`src/rtl/sync_multi_filt.sv`:
```
// Multi-channel synchronizer: STAGES-deep flop chain per channel, optional glitch filter, rise/fall pulses.
// Latency is STAGES edges, plus FILTER edges when the filter is enabled. There is no backpressure.
module sync_multi_filt #(
  parameter int               WIDTH   = 4,
  parameter int               STAGES  = 2,
  parameter logic [WIDTH-1:0] RST_VAL = {WIDTH{1'b1}},
  parameter int               FILTER  = 3
) (
  input  logic             clk,
  input  logic             rst,
  input  logic [WIDTH-1:0] async_in,
  output logic [WIDTH-1:0] sync_raw,
  output logic [WIDTH-1:0] sync_out,
  output logic [WIDTH-1:0] rise_pulse,
  output logic [WIDTH-1:0] fall_pulse
);

  if (STAGES < 2 || STAGES > 4) begin : g_bad_stages
    $error("sync_multi_filt: STAGES must be in 2..4");
  end
  if (FILTER < 0 || FILTER > 255) begin : g_bad_filter
    $error("sync_multi_filt: FILTER must be in 0..255");
  end

  logic [WIDTH-1:0] chain [STAGES];
  logic [WIDTH-1:0] sync_d;

  always_ff @(posedge clk or posedge rst) begin
    if (rst) begin
      for (int s = 0; s < STAGES; s++) chain[s] <= RST_VAL;
    end else begin
      chain[0] <= async_in;
      for (int s = 1; s < STAGES; s++) chain[s] <= chain[s-1];
    end
  end

  assign sync_raw = chain[STAGES-1];

  if (FILTER == 0) begin : g_nofilt
    assign sync_out = sync_raw;
  end else begin : g_filt
    localparam int CW = $clog2(FILTER) + 1;
    localparam logic [CW-1:0] LAST = CW'(FILTER - 1);

    logic [CW-1:0]    cnt [WIDTH];
    logic [WIDTH-1:0] out_q;

    // A channel's count restarts whenever its raw level returns to the filtered level.
    always_ff @(posedge clk or posedge rst) begin
      if (rst) begin
        out_q <= RST_VAL;
        for (int i = 0; i < WIDTH; i++) cnt[i] <= '0;
      end else begin
        for (int i = 0; i < WIDTH; i++) begin
          if (sync_raw[i] == out_q[i]) begin
            cnt[i] <= '0;
          end else if (cnt[i] == LAST) begin
            out_q[i] <= sync_raw[i];
            cnt[i]   <= '0;
          end else begin
            cnt[i] <= cnt[i] + CW'(1);
          end
        end
      end
    end

    assign sync_out = out_q;
  end

  always_ff @(posedge clk or posedge rst) begin
    if (rst) sync_d <= RST_VAL;
    else     sync_d <= sync_out;
  end

  assign rise_pulse = sync_out & ~sync_d;
  assign fall_pulse = ~sync_out & sync_d;

endmodule

```
`config.mk`:
```
export PLATFORM = sky130hd
export DESIGN_NAME = sync_multi_filt
export DESIGN_NICKNAME = d
export VERILOG_FILES = /design/src/rtl/sync_multi_filt.sv
export SDC_FILE = /design/constraint.sdc
export NUM_CORES = 1
export LEC_CHECK = 0
export ABC_CLOCK_PERIOD_IN_PS = 1280
export CAP_MARGIN = 0
export CORE_MARGIN = 8
export CORE_UTILIZATION = 45
export DETAILED_ROUTE_END_ITERATION = 16
export GPL_TIMING_DRIVEN = 0
export PLACE_DENSITY_LB_ADDON = 0.1
export SKIP_LAST_GASP = 1
export SLEW_MARGIN = 20
export SYNTH_ARGS = -nofsm -noshare
export SYNTH_HDL_FRONTEND = slang
export SYNTH_SLANG_ARGS = --single-unit
```
`constraint.sdc`:
```
create_clock -name clk -period 1.28 [get_ports clk]
set_clock_uncertainty 0.2 [all_clocks]
set_input_delay 0.128 -clock clk [delete_from_list [all_inputs] [get_ports clk]]
set_output_delay 0.128 -clock clk [all_outputs]
set_load 0.01 [all_outputs]
```
* After elaboration in Yosys (flattened, before gate mapping)
Cells that the tools add are included.
** Word-level totals
- Flip-flop bits (word level) :: 28
- Input port bits :: 6
** Cells by class
- Bitwise gates (word level) :: 8
- Reduce and logical (&&, ||, !) cells :: 4
- Equality and inequality tests :: 8
- Multiplexer cells :: 8
- Add/subtract/negate cells :: 4
** Operator list (count)
- 3-bit 2-to-1 mux :: 8
- 3-bit by 1-bit adder with 3-bit output, second input constant :: 4
- 3-bit by 2-bit equality test with 1-bit output, second input constant :: 4
- 4-bit bitwise AND :: 2
- 4-bit inverter :: 2
- 2-bit AND reduction :: 4
- 1-bit equality test :: 4
- 1-bit inverter :: 4

* Depth between registers and ports, before layout
- Depth in word-level cells :: 3
- Depth in mapped cells :: 2

* Worst setup path after synthesis
OpenSTA, ideal clock, no wires.
- Path kind :: register to register
- Start point :: register g_filt.cnt[9] (netlist bit)
- End point :: register g_filt.out_q[0] (netlist: sync_out[0])
- Setup slack :: 0.088 ns
- Stages on the path, launching flop included :: 3
- Buffers on the path :: 0
- Data arrival time :: 0.907 ns
- Data required time :: 0.995 ns
- Period minus slack after synthesis :: 1.192 ns
- Setup time :: 0.085 ns
- Path through :: dfrtp_1 > nor3b_2 > mux2_1
** On the way
- Cells in the longest elaborated chain, start to end :: 2
** RTL lines
- start, declared :: line 45 : logic [CW-1:0] cnt [WIDTH];
- start signal, assigned by index :: line 61 : cnt[i] <= cnt[i] + CW'(1);
- 3-bit by 2-bit equality test with 1-bit output :: line 57 : end else if (cnt[i] == LAST) begin
- 2-bit AND reduction (no source line)
- end signal, assigned by index :: line 58 : out_q[i] <= sync_raw[i];
- end, declared :: line 46 : logic [WIDTH-1:0] out_q;
Every way passes these cells.
A chain may end at the register's enable or synchronous reset.

* Worst setup path in the final report
- Start point :: register g_filt.out_q[1] (netlist: sync_out[1])
- End point :: output rise_pulse[1]
** On the way
- Cells in the longest elaborated chain, start to end :: 1
** RTL lines
- 4-bit bitwise AND :: line 75 : assign rise_pulse = sync_out & ~sync_d;
- end, declared :: line 14 : output logic [WIDTH-1:0] rise_pulse,
Every way passes these cells.

==> impl_metrics.csv <==
group,metric,value,unit
status,outcome,"finished, violations left",
status,violations,"negative hold slack, negative setup slack",
timing,worst_slew_pin_slew,0.5579,ns
die,fp-row-count,18,
timing,hold_slack,-0.04527,ns
clocking,tritoncts,"built",
die,io-pin-count,22,
detailed_routing,drtAntennaViolNets,0,
placed_design,placedCellCount,136,
flow_run,cap_violations,0,
synthesis,syn_avg_cell_area,13.47,um^2
detailed_routing,routed_wl,2.245,mm
cells_and_area,drive_gt1_frac,0.6183,
cells_and_area,n_antenna_cell,0,
timing,report.final.hold_viol_count,12,
die,fp.dieW,66.44,um
synthesis,netlist_area,1145,um^2
synthesis,synth_seq_cells,28,
clocking,clockRootBuffer,"clkbuf_4",
clocking,cts.sinks,28,
die,die_y,66.44,um
timing,period_minus_slack,1.535,ns
synthesis,yosysSeqAreaShare,0.6295,
detailed_routing,wire_per_inst,13.94,um
clocking,cts.htree.levels,1,
detailed_routing,drt_iter0_markers,13,
synthesis,yosys.area.top_type_share,0.3672,
power_and_ir_drop,power_density,2251,nW/um^2
cells_and_area,instances_no_fill,161,
timing,finalMaxSlewViolations,0,
synthesis,syn-num-nets,91,
power_and_ir_drop,p_leak,0.7511,nW
die,core_area,2455,um^2
placed_design,hpwl,1.252,mm
clocking,clock_latency,0.32,ns
clocking,cts_buffers,3,
grt,grt_usage,0.1012,
die,start_util,0.4664,
detailed_routing,drc_errors,0,
timing,fmax,651.5,MHz
synthesis,netlist_instances,85,
timing,setup_viol_count_final,20,
setup_path,critPathArrivalTime,1.21,ns
placed_design,place.gp.congestion,0.7027,
synthesis,yosysWarnings,0,
synthesis,netlist_top_cells_area,"dfstp_2 37%, dfrtp_1 26%, nor2b_1 6.6%",
grt,first_global_vias,752,
cells_and_area,fillers,182,
cells_and_area,areaGrowthSynthToFinish,48.85,%
setup_path,path_max_fanout,3,
setup_path,worst_ep_required_time,0.95,ns
min_path,worst_hold_path_type,"in2async",
setup_path,startpoint_type,"register",
power_and_ir_drop,irDropWorstVdd,1750,uV
cells_and_area,register_area,725.7,um^2
clocking,path_clk_slew,0.15,ns
cells_and_area,multi_input_comb_area,488.0,um^2
grt,grt.overflow.total,0,
detailed_routing,drtPass1Iterations,2,
synthesis,synth_top_cell_by_area,"dfstp_2",
synthesis,synth_cell_types,13,
setup_path,path_class,"reg2out",
setup_path,r2r_slack,-0.03,ns
placed_design,io_buffers,21,
timing,finalCritPeriodShare,1.199,
timing,fin_ws,-0.2548,ns
detailed_routing,dr_total_vias,779,
cells_and_area,final_net_count,138,
timing,rsz0062_at_grt,"true",
setup_path,worstSetupEndpointType,"output pin",
grt,grt_max_degree,29,
timing,slew_headroom,0.6275,
grt,antenna_found_initial,0,
grt,grt_pass1_wl,3.408,mm
detailed_routing,via_per_inst,4.839,
clocking,cts_buffer_depth,2,
die,die_area,4414,um^2
timing,setup_tns,-2.234,ns
## per-layer routing
layer / global-route usage / vias up / share of wire
li1: - / 379 / -
met1: 0.1018 / 386 / 0.44
met2: 0.1725 / 12 / 0.49
met3: 0.04237 / 2 / 0.057
met4: 0.05600 / 0 / 0.0080
met5: 0 / - / 0
## cells in the final DEF, fill, tap and decap left out, types with 5 or more instances in the layout
master and count:
clkdlybuf4s50_1 5, buf_6 16, dfrtp_1 8, buf_2 6, buf_4 15, nor2b_1 8
dfstp_2 16, a21oi_1 7, nand3b_1 8
## cells by family after synthesis
logic type      synth area share
simple gates              0.2011
flops                     0.6295
compound gates           0.06995
buf+inv                  0.02951
xor+xnor                 0.03060
mux                      0.03934
## worst max-delay path, cell delays in order (launching register included)
cell and delay, ns:
dfstp_2 0.59, nor2b_1 0.15, buf_2 0.15
## metrics by stage
stage                       util  power [mW]  hold slack (ns)  setup slack, ns  area, um^2
after floorplan                -       2.179         -0.06752          0.08816        1145
after global placement    0.5673       2.688           0.1457          -0.3068        1393
after detailed placement  0.5673       2.726           0.1473          -0.3216        1393
after CTS                 0.6147       3.304        0.0008228          -0.2219        1509
after global routing      0.6942       4.079          0.02141          -0.3076        1704
final                     0.6942       3.837         -0.04527          -0.2548        1704
## path summary, 6_finish.rpt
check	depth (start not counted)	from	endpoint
hold reg to reg	0	chain[6]	sync_raw[2]
hold / removal	2	rst	g_filt.cnt[10]
max in group asynchronous	2	rst	g_filt.cnt[3]
setup reg to reg	4	sync_out[0]	g_filt.cnt[11]
setup / recovery	2	sync_out[1]	rise_pulse[1]
min in group clk	0	chain[6]	sync_raw[2]
## synth_stat cells
master,count
a21oi_1,8
dfstp_2,16
a21bo_2,4
xnor2_1,4
nand3b_1,8
dfrtp_1,12
inv_1,1
nor3_1,4
buf_4,4
nand2b_1,4
nor3b_2,4
mux2_1,4
nor2b_1,12
## power by group
part,total [mW],internal [mW],leakage [nW],switching (mW)
clock network,0.420,0.174,0.0210,0.246
logic,1.85,1.16,0.407,0.688
registers,1.57,1.28,0.323,0.292
## area by class of cell
| class | instances | share of cell area |
|---|---|---|
| sequential | 28 | 0.4258 |
| multi-input combinational | 52 | 0.2863 |
| tap | 30 | 0.02203 |
| timing repair buffer | 46 | 0.2423 |
| clock buffer | 4 | 0.02129 |
| inverter | 1 | 0.002203 |
## registers in the layout (all words and copies together) (netlist names)
name        flops
sync_d          4
g_filt.cnt     12
chain           4
sync_out        4
sync_raw        4
## repair_timing
item                       4_1_cts  5_1_grt
gates cloned                     0        0
setup endpoints to repair       16       32
pin swaps                        0        3
buffers inserted                14        8
hold endpoints to repair         3        1
hold buffers                     3        1
resized for setup               74       26
Power figures use the tool's default switching activity.
